==> src/rtl/memtest_pkg.sv <==
// =============================================================================
// Module      : memtest_pkg
// Description : Shared FSM states, mode encodings and LFSR constants for the
//               Avalon-MM memory tester.
// Revision    : 1.0 - initial release
// =============================================================================
`default_nettype none

package memtest_pkg;

    typedef enum logic [2:0] {
        ST_IDLE  = 3'd0,
        ST_FILL  = 3'd1,
        ST_CHECK = 3'd2,
        ST_DRAIN = 3'd3,
        ST_DONE  = 3'd4
    } state_t;

    localparam logic [1:0] MODE_NOP   = 2'b00;
    localparam logic [1:0] MODE_FILL  = 2'b01;
    localparam logic [1:0] MODE_CHECK = 2'b10;
    localparam logic [1:0] MODE_BOTH  = 2'b11;

    // Galois form of x^32+x^22+x^2+x+1, shifting towards bit 0
    localparam logic [31:0] LFSR_MASK     = 32'h8020_0003;
    localparam logic [31:0] ZERO_SEED_SUB = 32'h0000_0001;

    function automatic logic [31:0] lfsr_step(input logic [31:0] v);
        return {1'b0, v[31:1]} ^ (v[0] ? LFSR_MASK : 32'h0000_0000);
    endfunction

endpackage

`default_nettype wire

==> src/rtl/memtest_patgen.sv <==
// =============================================================================
// Module      : memtest_patgen
// Description : Test pattern word generator: load a seed, step on advance.
//               MEMTEST_LFSR_EN selects the LFSR pattern instead of seed+i.
// Revision    : 1.0 - initial release
// =============================================================================
`default_nettype none

module memtest_patgen
    import memtest_pkg::*;
#(
    parameter int DATA_W = 32
) (
    input  logic              clk,
    input  logic              reset_n,
    input  logic              i_load,
    input  logic              i_advance,
    input  logic [DATA_W-1:0] i_seed,
    output logic [DATA_W-1:0] o_word
);

    logic [DATA_W-1:0] r_word;
    logic [DATA_W-1:0] w_init;
    logic [DATA_W-1:0] w_next;

`ifdef MEMTEST_LFSR_EN
    // An all-zero state would lock the LFSR, so a zero seed is substituted
    assign w_init = (i_seed == '0) ? DATA_W'(ZERO_SEED_SUB) : i_seed;

    generate
        if (DATA_W > 32) begin : g_lfsr_wide
            assign w_next = {r_word[DATA_W-1:32], lfsr_step(r_word[31:0])};
        end else if (DATA_W == 32) begin : g_lfsr_exact
            assign w_next = lfsr_step(r_word);
        end else begin : g_lfsr_narrow
            assign w_next = DATA_W'(lfsr_step(32'(r_word)));
        end
    endgenerate
`else
    assign w_init = i_seed;
    assign w_next = r_word + DATA_W'(1);
`endif

    always_ff @(posedge clk or negedge reset_n) begin
        if (!reset_n) begin
            r_word <= '0;
        end else if (i_load) begin
            r_word <= w_init;
        end else if (i_advance) begin
            r_word <= w_next;
        end
    end

    assign o_word = r_word;

endmodule

`default_nettype wire

==> src/rtl/avmm_mem_tester.sv <==
// =============================================================================
// Module      : avmm_mem_tester
// Description : Avalon-MM master that fills a memory window with a pattern and
//               reads it back with pipelined reads. Optional: MEMTEST_LFSR_EN.
// Revision    : 1.0 - initial release
// =============================================================================
`default_nettype none

module avmm_mem_tester
    import memtest_pkg::*;
#(
    parameter int ADDR_W  = 8,
    parameter int DATA_W  = 32,
    parameter int MAX_OUT = 4,
    parameter int ERR_W   = 16
) (
    input  logic              clk,
    input  logic              reset_n,
    input  logic              start,
    input  logic [1:0]        mode,
    input  logic [ADDR_W-1:0] base_addr,
    input  logic [ADDR_W:0]   length,
    input  logic [DATA_W-1:0] seed,
    output logic [ADDR_W-1:0] m_address,
    output logic              m_write,
    output logic [DATA_W-1:0] m_writedata,
    output logic              m_read,
    input  logic              m_waitrequest,
    input  logic [DATA_W-1:0] m_readdata,
    input  logic              m_readdatavalid,
    output logic              busy,
    output logic              done,
    output logic              pass,
    output logic [ERR_W-1:0]  err_count,
    output logic [ADDR_W-1:0] first_err_addr
);

    localparam int CNT_W = ADDR_W + 1;
    localparam int OUT_W = $clog2(MAX_OUT + 1);

    state_t            r_state;
    logic              r_do_check;
    logic [ADDR_W-1:0] r_base;
    logic [CNT_W-1:0]  r_len;
    logic [CNT_W-1:0]  r_issue_cnt;
    logic [ADDR_W-1:0] r_resp_cnt;
    logic [OUT_W-1:0]  r_outstanding;

    logic              w_start;
    logic              w_wr_acc;
    logic              w_rd_acc;
    logic              w_rdv;
    logic              w_last_issue;
    logic              w_mismatch;
    logic [OUT_W-1:0]  w_out_next;
    logic [DATA_W-1:0] w_exp_word;

    assign w_start      = start && (r_state == ST_IDLE);
    assign w_wr_acc     = m_write && !m_waitrequest;
    assign w_rd_acc     = m_read && !m_waitrequest;
    // Responses only count while reads can be pending; strays are dropped
    assign w_rdv        = m_readdatavalid
                          && ((r_state == ST_CHECK) || (r_state == ST_DRAIN))
                          && (r_outstanding != '0);
    assign w_last_issue = (r_issue_cnt == (r_len - CNT_W'(1)));
    assign w_out_next   = r_outstanding + OUT_W'(w_rd_acc) - OUT_W'(w_rdv);
    assign w_mismatch   = w_rdv && (m_readdata != w_exp_word);

    memtest_patgen #(
        .DATA_W    (DATA_W)
    ) u_issue_gen (
        .clk       (clk),
        .reset_n   (reset_n),
        .i_load    (w_start),
        .i_advance (w_wr_acc),
        .i_seed    (seed),
        .o_word    (m_writedata)
    );

    memtest_patgen #(
        .DATA_W    (DATA_W)
    ) u_expect_gen (
        .clk       (clk),
        .reset_n   (reset_n),
        .i_load    (w_start),
        .i_advance (w_rdv),
        .i_seed    (seed),
        .o_word    (w_exp_word)
    );

    always_ff @(posedge clk or negedge reset_n) begin
        if (!reset_n) begin
            r_state        <= ST_IDLE;
            r_do_check     <= 1'b0;
            r_base         <= '0;
            r_len          <= '0;
            r_issue_cnt    <= '0;
            r_resp_cnt     <= '0;
            r_outstanding  <= '0;
            m_address      <= '0;
            m_write        <= 1'b0;
            m_read         <= 1'b0;
            busy           <= 1'b0;
            done           <= 1'b0;
            pass           <= 1'b1;
            err_count      <= '0;
            first_err_addr <= '0;
        end else begin
            done          <= 1'b0;
            r_outstanding <= w_out_next;

            if (w_wr_acc || w_rd_acc) begin
                m_address <= m_address + ADDR_W'(1);
            end

            if (w_rdv) begin
                r_resp_cnt <= r_resp_cnt + ADDR_W'(1);
            end

            // err_count never returns to zero within a run, so zero marks the first miss
            if (w_mismatch) begin
                if (err_count != '1) begin
                    err_count <= err_count + ERR_W'(1);
                end
                if (err_count == '0) begin
                    first_err_addr <= r_base + r_resp_cnt;
                end
            end

            case (r_state)
                ST_IDLE: begin
                    if (w_start) begin
                        r_do_check     <= |(mode & MODE_CHECK);
                        r_base         <= base_addr;
                        r_len          <= length;
                        r_issue_cnt    <= '0;
                        r_resp_cnt     <= '0;
                        m_address      <= base_addr;
                        err_count      <= '0;
                        first_err_addr <= '0;
                        busy           <= 1'b1;
                        if (length == '0) begin
                            r_state <= ST_DONE;
                        end else if (|(mode & MODE_FILL)) begin
                            r_state <= ST_FILL;
                            m_write <= 1'b1;
                        end else if (|(mode & MODE_CHECK)) begin
                            r_state <= ST_CHECK;
                            m_read  <= 1'b1;
                        end else begin
                            r_state <= ST_DONE;
                        end
                    end
                end

                ST_FILL: begin
                    if (w_wr_acc) begin
                        r_issue_cnt <= r_issue_cnt + CNT_W'(1);
                        if (w_last_issue) begin
                            m_write     <= 1'b0;
                            r_issue_cnt <= '0;
                            m_address   <= r_base;
                            if (r_do_check) begin
                                r_state <= ST_CHECK;
                                m_read  <= 1'b1;
                            end else begin
                                r_state <= ST_DONE;
                            end
                        end
                    end
                end

                ST_CHECK: begin
                    if (w_rd_acc) begin
                        r_issue_cnt <= r_issue_cnt + CNT_W'(1);
                    end
                    if (w_rd_acc && w_last_issue) begin
                        m_read  <= 1'b0;
                        r_state <= ST_DRAIN;
                    end else begin
                        // Outstanding only falls while stalled, so a held read stays asserted
                        m_read <= (w_out_next < OUT_W'(MAX_OUT));
                    end
                end

                ST_DRAIN: begin
                    if (r_outstanding == '0) begin
                        r_state <= ST_DONE;
                    end
                end

                ST_DONE: begin
                    r_state <= ST_IDLE;
                    busy    <= 1'b0;
                    done    <= 1'b1;
                    pass    <= (err_count == '0);
                end

                default: begin
                    r_state <= ST_IDLE;
                end
            endcase
        end
    end

endmodule

`default_nettype wire
==> config.mk <==
export PLATFORM = sky130hd
export DESIGN_NAME = avmm_mem_tester
export DESIGN_NICKNAME = d
export VERILOG_FILES = /design/src/rtl/memtest_pkg.sv /design/src/rtl/memtest_patgen.sv /design/src/rtl/avmm_mem_tester.sv
export SDC_FILE = /design/constraint.sdc
export NUM_CORES = 1
export LEC_CHECK = 0
export CAP_MARGIN = 0
export CORE_MARGIN = 2
export CORE_UTILIZATION = 57
export CTS_CLUSTER_DIAMETER = 60
export DETAILED_ROUTE_END_ITERATION = 12
export PLACE_DENSITY = 0.91
export SLEW_MARGIN = 20
export SYNTH_ARGS = -nofsm -noshare
export SYNTH_HDL_FRONTEND = slang
export SYNTH_SLANG_ARGS = --single-unit
==> constraint.sdc <==
create_clock -name clk -period 5.8 [get_ports clk]
set_input_delay 0.87 -clock clk [delete_from_list [all_inputs] [get_ports clk]]
set_output_delay 0.87 -clock clk [all_outputs]
set_load 0.01 [all_outputs]
### Word-level counts from Yosys, hierarchy flattened

Cells that the tools add are included.

| operators by class | value |
|---|---|
| add/subtract/negate cells | 10 |
| multiply operators | 0 |
| divide/modulo/power cells | 0 |
| $lt $le $gt $ge | 1 |
| equality and inequality tests | 18 |
| shifts and indexed selects | 0 |
| muxes and demuxes | 53 |
| bitwise logic cells | 0 |
| reduce and logical (&&, ||, !) cells | 26 |

Operator list:

| kind | number |
|---|---|
| two-way mux 32 bit | 4 |
| two-way mux 8 bit | 11 |
| adder 32 x 1 -> 32 bit (second input constant) | 2 |
| two-way mux 16 bit | 4 |
| two-way mux 9 bit | 4 |
| != test 32 bit | 1 |
| two-way mux 3 bit | 9 |
| one-hot mux 9 bit (3 select lines) | 1 |
| adder 16 x 1 -> 16 bit (second input constant) | 1 |
| adder 8 x 1 -> 8 bit (second input constant) | 2 |
| logical NOT 16 bit | 1 |
| != test 16 bit (second input constant) | 1 |
| != test 2 bit (second input constant) | 8 |
| one-hot mux 8 bit (2 select lines) | 1 |
| two-way mux 1 bit | 15 |
| one-hot mux 3 bit (4 select lines) | 1 |
| adder 9 x 1 -> 9 bit (second input constant) | 1 |
| equality test 9 bit | 1 |
| logical NOT 9 bit | 1 |
| subtractor 9 x 1 -> 9 bit (second input constant) | 1 |
| adder 8 bit | 1 |
| AND reduction 8 bit | 1 |
| nonzero test 2 bit | 4 |
| logical AND 1 bit | 7 |
| 17 further kinds | 25 |

| word-level totals | value |
|---|---|
| register bits after elaboration | 142 |
| latch bits | 0 |
| bits in writable memories | 0 |
| bits in read-only memories | 0 |
| output and inout port bits | 69 |
| logic and storage cells | 125 |
| memories | 0 |

### Logic depth before layout (Yosys ltp)

Gate-level depths: netlist (run 1).

| depth | value |
|---|---|
| depth in word-level cells | 8 |
| mapped depth | 12 |
| depth with buffers taken out | 10 |

### Hierarchy

A second synthesis (run 1) with hierarchy kept.

| unflattened totals | value |
|---|---|
| cell total of the unflattened synthesis | 943 |
| area, all modules | 8585.7 um2 |

By module, submodules not included:

| module | instances | cells an instance | area an instance (um2) | seq. area each (um2) |
|---|---|---|---|---|
| avmm_mem_tester | 1 | 514 | 4762.1 | 1953.1 |
| memtest_patgen at u_expect_gen | 1 | 219 | 1966.9 | 800.8 |
| memtest_patgen at u_issue_gen | 1 | 210 | 1856.8 | 800.8 |

### Worst setup path after synthesis (run 1)

No wires, ideal clock.

| timing | value |
|---|---|
| path kind | in2reg |
| start point | input m_readdatavalid |
| end point | register m_read |
| library setup time | 126 ps |
| arrival | 2930 ps |
| required time | 5674 ps |
| setup slack | 2744 ps |
| cell stages on the path | 11 |
| path through | nand3b_1 nor2_1 buf_1 ha_1 inv_1 ha_1 fa_1 xor2_1 xnor2_1 o21ba_1 o32a_1 |

| between the ends | value |
|---|---|
| longest elaborated chain between the ends | 6 |

RTL lines:

| element | line | source |
|---|---|---|
| from (decl) | avmm_mem_tester.sv:30 | `input logic m_readdatavalid,` |
| logical AND 1 bit | avmm_mem_tester.sv:63 | `&& ((r_state == ST_CHECK) \|\| (r_state == ST_DRAIN))` |
| logical AND 1 bit | avmm_mem_tester.sv:64 | `&& (r_outstanding != '0);` |
| subtractor 3 x 1 -> 3 bit | avmm_mem_tester.sv:66 | `assign w_out_next = r_outstanding + OUT_W'(w_rd_acc) - OUT_W'(w_rdv);` |
| net w_out_next[2] | avmm_mem_tester.sv:55 | `logic [OUT_W-1:0] w_out_next;` |
| < comparator 3 bit | avmm_mem_tester.sv:182 | `m_read <= (w_out_next < OUT_W'(MAX_OUT));` |
| two-way mux 1 bit | avmm_mem_tester.sv:177 | `if (w_rd_acc && w_last_issue) begin` |
| one-hot mux 1 bit (3 select lines) | avmm_mem_tester.sv:130 | `case (r_state)` |
| to (signal assigned) | avmm_mem_tester.sv:182 |  |
| to (decl) | avmm_mem_tester.sv:27 | `output logic m_read,` |

The timed path passes the listed nets, and every way through them passes these cells.
A chain may end at the register's enable or synchronous reset.

### Worst setup path after layout (run 1)

Same ends and word-level chain as after synthesis.

==> flow_summary.toml, run 1 <==
[run_status]
status = "complete, no violations"

[worst_setup_path]
worstPathArrival_ns = 3.86
r2r_start = "r_state[2]"
end_kind = "flop"
cp_data_required_time_ns = 6.10
cp_max_fo = 12
reg2reg_setup_slack_ns = 2.53
critPathLaunchType = "primary input"
crit_end = "m_read"
path_class = "primary input to flop"
r2r_end = "m_read"
cp-startpoint = "m_readdatavalid"
rr_worst_depth = 10

[worst_hold_path]
hold_path.class = "primary input to asynchronous set/reset pin"

[sta]
hold_viol_final = 0
fin_ws_ns = 2.240
maxSlewHeadroom = 0.3089
min_period_ns = 3.560
drv_slew = 0
skew_ns = 0.007469
finalSetupViolCount = 0
period_share = 0.6139
rsz0062_at_grt = "false"
timing.fmax_ghz = 0.2809
worst_pin_slew_ns = 1.037
finalSetupTns_ns = 0

[yosys]
syn_inst = 888
synth_warnings = 0
synth_area_leader_cell = "dfrtp_1"
synth_flop_cell = "dfrtp_1"
yosysUniqueCellTypes = 62
syn-num-nets = 995
yosys_register_bits = 142
synthArstFlopShare = 1.000
synthTopCellsByArea = "dfrtp_1 44%, xor2_1 9.1%, xnor2_1 6.1%"
netlist_area_sq_um = 8079
syn_avg_cell_area_sq_um = 9.098
synth-seq-area-share = 0.4400
synth_top_area_frac = 0.4367
synth_edf_count = 0

[routing]
wl_met2_um = 10480
drt-met1-wl_um = 8664
drt_wl_total_um = 21360
firstDrtPassIters = 5
drt_iter0_drc = 652
routed-wl-met3_um = 1589
vias = 7177
drc = 0
viasPerCell = 5.873
wl_per_cell_um = 17.48
drtAntennaViolNets = 0
routed.top_layer = "met4"

[cells_and_area]
diodes = 0
finalNetCount = 1137
utilization = 0.7409
syn2layout_area_growth_pct = 27.30
multiInputGateArea_sq_um = 4293
seq_area_sq_um = 3555
num-fill-cells = 943
drive_above_1_share = 0.04223

[clock_tree]
numCtsBuffers = 17
cts.clk_slew.worst_paths_ns = 0.05
cts_setup_buffers = 0
postCtsHoldBufs = 0
cts_root_buf = "clkbuf_16"
clock_path_buffers = 2
h-tree-depth = 4
cts-resized-gates = 0
cts.sinks = 142
clock_latency_ns = 0.42
cts_tree = "built"

[floorplanning]
rows = 43
die_y_um = 123.1
coreArea_sq_um = 13880
initial_core_util = 0.5820
die_w_um = 123.1
boundaryPins = 157
dieArea_sq_um = 15140

[grt]
grt_pass1_wl_um = 33910
grt_pass1_vias = 7026
grt_overflow = 0
grt_usage = 0.2872
grt_max_degree = 89
antenna_found_initial = 0

[pwr]
ir_worst_vdd_mv = 0.2999
finalPower_uw = 5120
leakage_uw = 0.004305
power_density_nw_per_um2 = 497.8

[job]
max_cap_viol_count = 0

[placed_design]
portBuffers = 156
hpwlAfterDp_um = 15180
place_congestion = 0.8818
place_ws_ns = 1.822
-- per-layer routing --
| layer | track usage | vias up |
|---|---|---|
| li1 | - | 3344 |
| met5 | 0 | - |
| met4 | 0.1101 | 0 |
| met3 | 0.05904 | 61 |
| met2 | 0.4738 | 308 |
| met1 | 0.3746 | 3464 |
-- final cells by class --
cell class                      count  share of cell area
Multi-Input combinational cell    687              0.4174
Sequential cell                   142              0.3456
Timing Repair Buffer              158              0.1534
Clock buffer                       24             0.04684
Tap cell                          180             0.02190
Inverter                           24            0.008759
Clock inverter                      7            0.006083
-- logic make-up after synthesis --
group                    after synthesis  share of synthesized area
flip-flops                           142                     0.4400
adder cells (fa/ha/maj)               19                    0.03128
buffers and inverters                 59                    0.02973
XOR/XNOR                             140                     0.1518
multiplexers                          15                    0.01858
AND/OR/NAND/NOR                      375                     0.2260
AO/OA/AOI/OAI                        138                     0.1027
-- worst max-delay path, cell delays in order --
cell	delay [ns]
clkdlybuf4s50_1	0.46
nand3b_1	0.13
nor2_1	0.74
ha_1	0.23
inv_1	0.04
ha_1	0.18
fa_1	0.39
xor2_1	0.20
xnor2_1	0.16
o21ba_1	0.17
o32a_1	0.28
-- where the power goes --
part / internal, uW / switching [uW] / total [uW]
clock: 617 / 394 / 1010
combinational: 1100 / 1060 / 2160
sequential: 1400 / 541 / 1940
total: 3120 / 2000 / 5120
-- metrics by stage --
stage / std cells / instance area [sq um] / hold WS (ns)
global placement: 1191 / 9741 / 0.4618
detailed placement: 1191 / 9741 / 0.4799
finish: 1222 / 10280 / 0.4920
CTS: 1222 / 10280 / 0.4873
global route: 1222 / 10280 / 0.5162
floorplan: 888 / 8079 / 0.4460
-- synthesized netlist by cell type, drive strengths merged (4+ instances only) --
master / n
a21oi: 82
nor4: 15
o21ai: 21
a211oi: 6
xor2: 84
nand3: 36
nor3: 25
and4: 7
nor2: 108
nor3b: 4
clkbuf: 28
nand4: 26
buf: 7
and3: 18
dfrtp: 141
mux2i: 15
inv: 23
nand2: 103
nand2b: 6
or2: 6
ha: 17
xnor2: 56
a221o: 6
and2: 5
-- state kept, by name, indices dropped and copies added, names as in the netlist, 3 cells and up --
register	flops
u_expect_gen.o_word	32
u_issue_gen.o_word	32
err_count	16
r_issue_cnt	9
r_len	9
first_err_addr	8
m_address	8
r_base	8
r_resp_cnt	8
r_outstanding	3
r_state	3
-- cell usage in the layout, fill, tap and decap left out, types with 4 or more instances in the layout --
cell type,count
dfrtp_1,141
o21ai_1,15
and4_1,7
and3_1,18
a21oi_1,82
clkbuf_1,4
nand4_1,26
nor2_1,107
nand3_1,35
clkbuf_16,17
xnor2_1,56
nor3_1,24
and2_1,4
clkinv_2,5
inv_1,23
nand2_1,102
ha_1,17
a221o_1,6
a211oi_1,6
o21ai_0,5
nand2b_1,6
xor2_1,84
or2_1,5
nor4_1,15
clkdlybuf4s50_1,155
mux2i_1,15
-- worst min path at each step --
stage / from / endpoint / slack, ns / cells past startpoint
after floorplan: r_do_check / r_do_check / 0.45 / 2
after global placement: pass / pass / 0.46 / 2
after detailed placement: pass / pass / 0.48 / 2
after CTS: pass / pass / 0.49 / 2
after global routing: r_outstanding[2] / r_outstanding[2] / 0.52 / 1
final: reset_n / first_err_addr[1] / 0.49 / 1
Power figures use the tool's default switching activity.
==> inputs of run 2 (changes only) <==
--- a/config.mk
+++ b/config.mk
@@ -7,10 +7,10 @@
 export LEC_CHECK = 0
 export CAP_MARGIN = 0
 export CORE_MARGIN = 2
-export CORE_UTILIZATION = 57
+export CORE_UTILIZATION = 53
 export CTS_CLUSTER_DIAMETER = 60
 export DETAILED_ROUTE_END_ITERATION = 12
-export PLACE_DENSITY = 0.91
+export PLACE_DENSITY = 0.85
 export SLEW_MARGIN = 20
 export SYNTH_ARGS = -nofsm -noshare
 export SYNTH_HDL_FRONTEND = slang
==> constraint.sdc (replaced) <==
create_clock -name clk -period 3.7 [get_ports clk]
set_input_delay 0.555 -clock clk [delete_from_list [all_inputs] [get_ports clk]]
set_output_delay 0.555 -clock clk [all_outputs]
set_load 0.01 [all_outputs]
==> run 2 against run 1 <==
Sequential power rose by 57%. Critical path depth fell by 2. Critical path type is now flop to flop. Routed wire length is 0.55% lower. Worst hold slack worse by 0.30 ns. Worst setup slack got worse by 1.4 ns.
==> flow_summary.toml, run 2 (synthesis results as in run 1) <==
[worst_setup_path]
end_kind = "flop"
worstPathArrival_ns = 3.20
cp_data_required_time_ns = 4.01
critPathLaunchType = "flop"
path_class = "flop to flop"
cp_max_fo = 8
rr_worst_depth = 9

[sta]
worst_pin_slew_ns = 0.7979
skew_ns = 0.01076
maxSlewHeadroom = 0.4611
hold_viol_final = 0
rsz0062_at_grt = "false"
drv_slew = 0
finalSetupViolCount = 0
timing.fmax_ghz = 0.3454
hold_slack_ns = 0.1891
min_period_ns = 2.895
period_share = 0.7824
finalSetupTns_ns = 0

[placed_design]
place_congestion = 0.8762
hpwlAfterDp_um = 15370
portBuffers = 156
dpl.cell_count = 1206
placed_area_sq_um = 9828

[floorplanning]
dieArea_sq_um = 16250
die_y_um = 127.5
die_w_um = 127.5
boundaryPins = 157
coreArea_sq_um = 15030
initial_core_util = 0.5374
rows = 45

[routing]
drt_wl_total_um = 21240
firstDrtPassIters = 5
drt_iter0_drc = 675
wl_met2_um = 10250
viasPerCell = 5.690
vias = 7044
drt-met1-wl_um = 9035
drc = 0
drtAntennaViolNets = 0
wl_per_cell_um = 17.16
routed-wl-met3_um = 1354
routed.top_layer = "met4"

[clock_tree]
cts_root_buf = "clkbuf_16"
cts-resized-gates = 0
clock_latency_ns = 0.42
postCtsHoldBufs = 0
cts_setup_buffers = 0
h-tree-depth = 4
cts.clk_slew.worst_paths_ns = 0.06
numCtsBuffers = 17
cts.sinks = 142
clock_path_buffers = 2
cts_tree = "built"

[cells_and_area]
diodes = 0
stdcell_count = 1238
finalNetCount = 1144
final_common_cell = "clkdlybuf4s50_1"
final_cell_mix = "155 x clkdlybuf4s50_1, 141 x dfrtp_1, 107 x nor2_1, 102 x nand2_1, 84 x xor2_1"
seq_area_sq_um = 3555
num-fill-cells = 1116
final_area_sq_um = 10470
syn2layout_area_growth_pct = 29.55
drive_above_1_share = 0.05238
multiInputGateArea_sq_um = 4293

[grt]
grt_usage = 0.2726
grt_max_degree = 90
grt_pass1_vias = 7054
grt_pass1_wl_um = 34920
grt_overflow = 0
antenna_found_initial = 0

[pwr]
ir_worst_vdd_mv = 0.4544
power_density_nw_per_um2 = 787.9
leakage_uw = 0.004386

[job]
max_cap_viol_count = 0

[worst_hold_path]
hold_path.class = "primary input to asynchronous set/reset pin"

[run_status]
status = "complete, no violations"
==> run 2: changes by cell type in the layout (fill, tap and decap cells not counted), sizes merged <==
| cell | previous run | this run |
|---|---|---|
| bufinv | 1 | 3 |
| clkinvlp | 1 | 3 |
| clkinv | 6 | 2 |
| inv | 23 | 24 |
| buf | 3 | 10 |
==> run 2: where the power goes <==
part	total [uW]	internal (uW)	switching (uW)	leakage [uW]
clock	1830	1170	656	0.000305
sequential	3040	2200	837	0.00171
combinational	3380	1740	1640	0.00237
total	8250	5110	3130	0.00439
==> run 2: worst paths after layout <==
path | start | endpoint | slack, ns
max in group asynchronous | reset_n | u_issue_gen.o_word[18] | 2.74
worst max-delay path | r_len[0] | m_address[1] | 0.80
min in group clk | pass | pass | 0.47
worst min register to register | pass | pass | 0.47
worst min-delay path | reset_n | m_address[7] | 0.19
worst max register to register | r_len[0] | m_address[1] | 0.80
==> run 2: worst max-delay path, cell delays in order, from the launching register on <==
cell,delay [ns]
dfrtp_1,0.41
inv_1,0.08
ha_1,0.25
xnor2_1,0.16
xnor2_1,0.14
or4_4,0.53
a311oi_4,0.35
and4_1,0.48
nor3_1,0.12
a221o_1,0.27
==> run 2: layer usage <==
layer  up-vias  GRT usage
met5         -          0
met4         0     0.1131
met3        45    0.05988
met2       266     0.4401
met1      3366     0.3581
li1       3367          -
==> run 2: final cells by class <==
cell class | count | area share
Multi-Input combinational cell | 687 | 0.4102
Sequential cell | 142 | 0.3396
Timing Repair Buffer | 165 | 0.1582
Clock buffer | 24 | 0.04889
Tap cell | 188 | 0.02247
Clock inverter | 8 | 0.01207
Inverter | 24 | 0.008607
==> run 2: through the flow <==
stage | total power (uW) | setup slack [ns] | util
2_1_floorplan | 5042 | 0.8970 | -
3_3_place_gp | 6236 | 0.6730 | 0.6538
3_5_place_dp | 6373 | 0.5300 | 0.6538
4_1_cts | 8251 | 0.8424 | 0.6962
5_1_grt | 8797 | 0.6177 | 0.6962
6_report | 8246 | 0.8050 | 0.6962
==> inputs of run 3 (changes only) <==
--- a/config.mk
+++ b/config.mk
@@ -7,10 +7,10 @@
 export LEC_CHECK = 0
 export CAP_MARGIN = 0
 export CORE_MARGIN = 2
-export CORE_UTILIZATION = 53
+export CORE_UTILIZATION = 48
 export CTS_CLUSTER_DIAMETER = 60
 export DETAILED_ROUTE_END_ITERATION = 12
-export PLACE_DENSITY = 0.85
+export PLACE_DENSITY = 0.82
 export SLEW_MARGIN = 20
 export SYNTH_ARGS = -nofsm -noshare
 export SYNTH_HDL_FRONTEND = slang
==> constraint.sdc (replaced) <==
create_clock -name clk -period 2.3 [get_ports clk]
set_input_delay 0.345 -clock clk [delete_from_list [all_inputs] [get_ports clk]]
set_output_delay 0.345 -clock clk [all_outputs]
set_load 0.01 [all_outputs]
==> run 3 against run 2 <==
The flow now finishes with violations (setup timing). Power increased by 76%. First-iteration DRC count decreased by 17%. Die area increased by 10%. Critical path depth increased by 1. Global-route usage decreased by 1.3 points. Critical path type unchanged. Critical endpoint is now m_read. Largest cell class unchanged. Largest power group unchanged.
==> flow_summary.toml, run 3 (synthesis results as in run 1) <==
[placed_design]
place_ws_ns = -0.5663
hpwlAfterDp_um = 16440
place_congestion = 0.9205
portBuffers = 156

[grt]
grt_max_degree = 58
antenna_found_initial = 0
grt_pass1_vias = 7402
grt_overflow = 0
grt_usage = 0.2593
grt_pass1_wl_um = 36870

[worst_setup_path]
cp_slowest_cell = "or4_4"
end_kind = "flop"
reg2reg_setup_slack_ns = -0.38
path_class = "flop to flop"
rr_worst_depth = 10
cp_num_cells = 10
crit_chain = "inv_2, ha_4, nor3b_4, a21oi_2, or4_4, a311oi_4, buf_4, nand3_4, o21ba_1, o32a_1"
r2r_end = "m_read"
cp_max_fo = 4
critPathLaunchType = "flop"
crit_end = "m_read"
r2r_start = "r_len[1]"
worstPathArrival_ns = 2.99
cp_data_required_time_ns = 2.61
cp-startpoint = "r_len[1]"
crit_family = "simple AND/OR/NAND/NOR gates"
crit_buf_inv = 2
cpPeakStageDelay_ns = 0.55

[clock_tree]
cts_tree = "built"
h-tree-depth = 4
clock_path_buffers = 2
cts_root_buf = "clkbuf_16"
cts.sinks = 142
clock_latency_ns = 0.43
cts.clk_slew.worst_paths_ns = 0.06
numCtsBuffers = 17

[floorplanning]
die_y_um = 133.7
die_w_um = 133.7
boundaryPins = 157
initial_core_util = 0.4889
coreArea_sq_um = 16520
dieArea_sq_um = 17890
rows = 47

[sta]
worst_pin_slew_ns = 0.6658
fin_ws_ns = -0.3805
skew_ns = 0.008192
finalSetupTns_ns = -7.305
hold_viol_final = 0
rsz0062_at_grt = "true"
finalSetupViolCount = 22
timing.fmax_ghz = 0.3731
min_period_ns = 2.681
drv_slew = 0
period_share = 1.165
maxSlewHeadroom = 0.5527

[routing]
viasPerCell = 5.538
drc = 0
wl_per_cell_um = 17.20
firstDrtPassIters = 5
drtAntennaViolNets = 0
drt_iter0_drc = 563
drt_wl_total_um = 23390
vias = 7531

[pwr]
leakage_uw = 0.004878
power_density_nw_per_um2 = 1263
ir_worst_vdd_mv = 0.7140

[run_status]
violations = "setup timing"
status = "complete, but fails checks"

[cells_and_area]
syn2layout_area_growth_pct = 42.33
diodes = 0
final_cell_mix = "155 x clkdlybuf4s50_1, 139 x dfrtp_1, 105 x nor2_1, 102 x nand2_1, 88 x buf_4"
finalNetCount = 1234
drive_above_1_share = 0.1579
final_common_cell = "clkdlybuf4s50_1"

[job]
max_cap_viol_count = 0

[worst_hold_path]
hold_path.class = "primary input to asynchronous set/reset pin"
## run 3: cell count changes in the layout (fill, tap and decap cells not counted), sizes merged
cell,delta
inv,+1
buf,+89
bufinv,+2
clkinv,+2
dlygate4sd3,+1
clkbuf,-5
## run 3: through the flow
| stage | cells | power (uW) | hold slack (ns) | util | cell area [sq um] |
|---|---|---|---|---|---|
| finish | 1360 | 14520 | 0.4441 | 0.6958 | 11500 |
| global route | 1360 | 15420 | 0.4969 | 0.6958 | 11500 |
| CTS | 1351 | 14160 | 0.4706 | 0.6818 | 11270 |
| detailed placement | 1316 | 10890 | 0.3468 | 0.6372 | 10530 |
| global placement | 1316 | 10660 | 0.3455 | 0.6372 | 10530 |
| floorplan | 888 | 8174 | 0.04941 | - | 8143 |
## run 3: repair_timing
item                                    in CTS  in global routing
endpoints found under the setup margin      27                 46
buffers inserted                             2                  9
hold buffers                                 1                  0
pin swaps                                    5                 16
gates cloned                                 0                  0
gates resized for setup                     14                 33
endpoints found under the hold margin       55                  0
## run 3: worst min-delay path by stage
stage / cells past startpoint / start / slack (ns) / to
after global placement: 1 / reset_n / 0.35 / r_base[1]
after floorplan: 0 / reset_n / 0.05 / busy
after CTS: 2 / reset_n / 0.47 / r_base[7]
final: 2 / reset_n / 0.44 / m_address[0]
after global routing: 2 / reset_n / 0.50 / r_base[1]
after detailed placement: 1 / reset_n / 0.35 / m_address[7]
## run 3: where the power goes
group | switching (uW) | internal (uW) | leakage [uW]
combinational | 3200 | 3510 | 0.00286
clock | 1110 | 1930 | 0.000304
sequential | 1230 | 3540 | 0.00171
total | 5530 | 8980 | 0.00488
## run 3: final cells by class
cell class                      instances  area, sq um
Fill cell                            1195         5026
Multi-Input combinational cell        687         4549
Sequential cell                       142         3557
Timing Repair Buffer                  255         2381
Clock buffer                           19        432.9
Tap cell                              220        275.3
Clock inverter                         13        212.7
Inverter                               24        90.09
## run 3: per-layer routing
layer	vias to the layer above	GRT usage	routed length (um)
li1	3537	-	-
met1	3654	0.3303	9659
met2	288	0.4305	11540
met3	52	0.05175	1421
met4	0	0.1117	773
met5	-	0	0
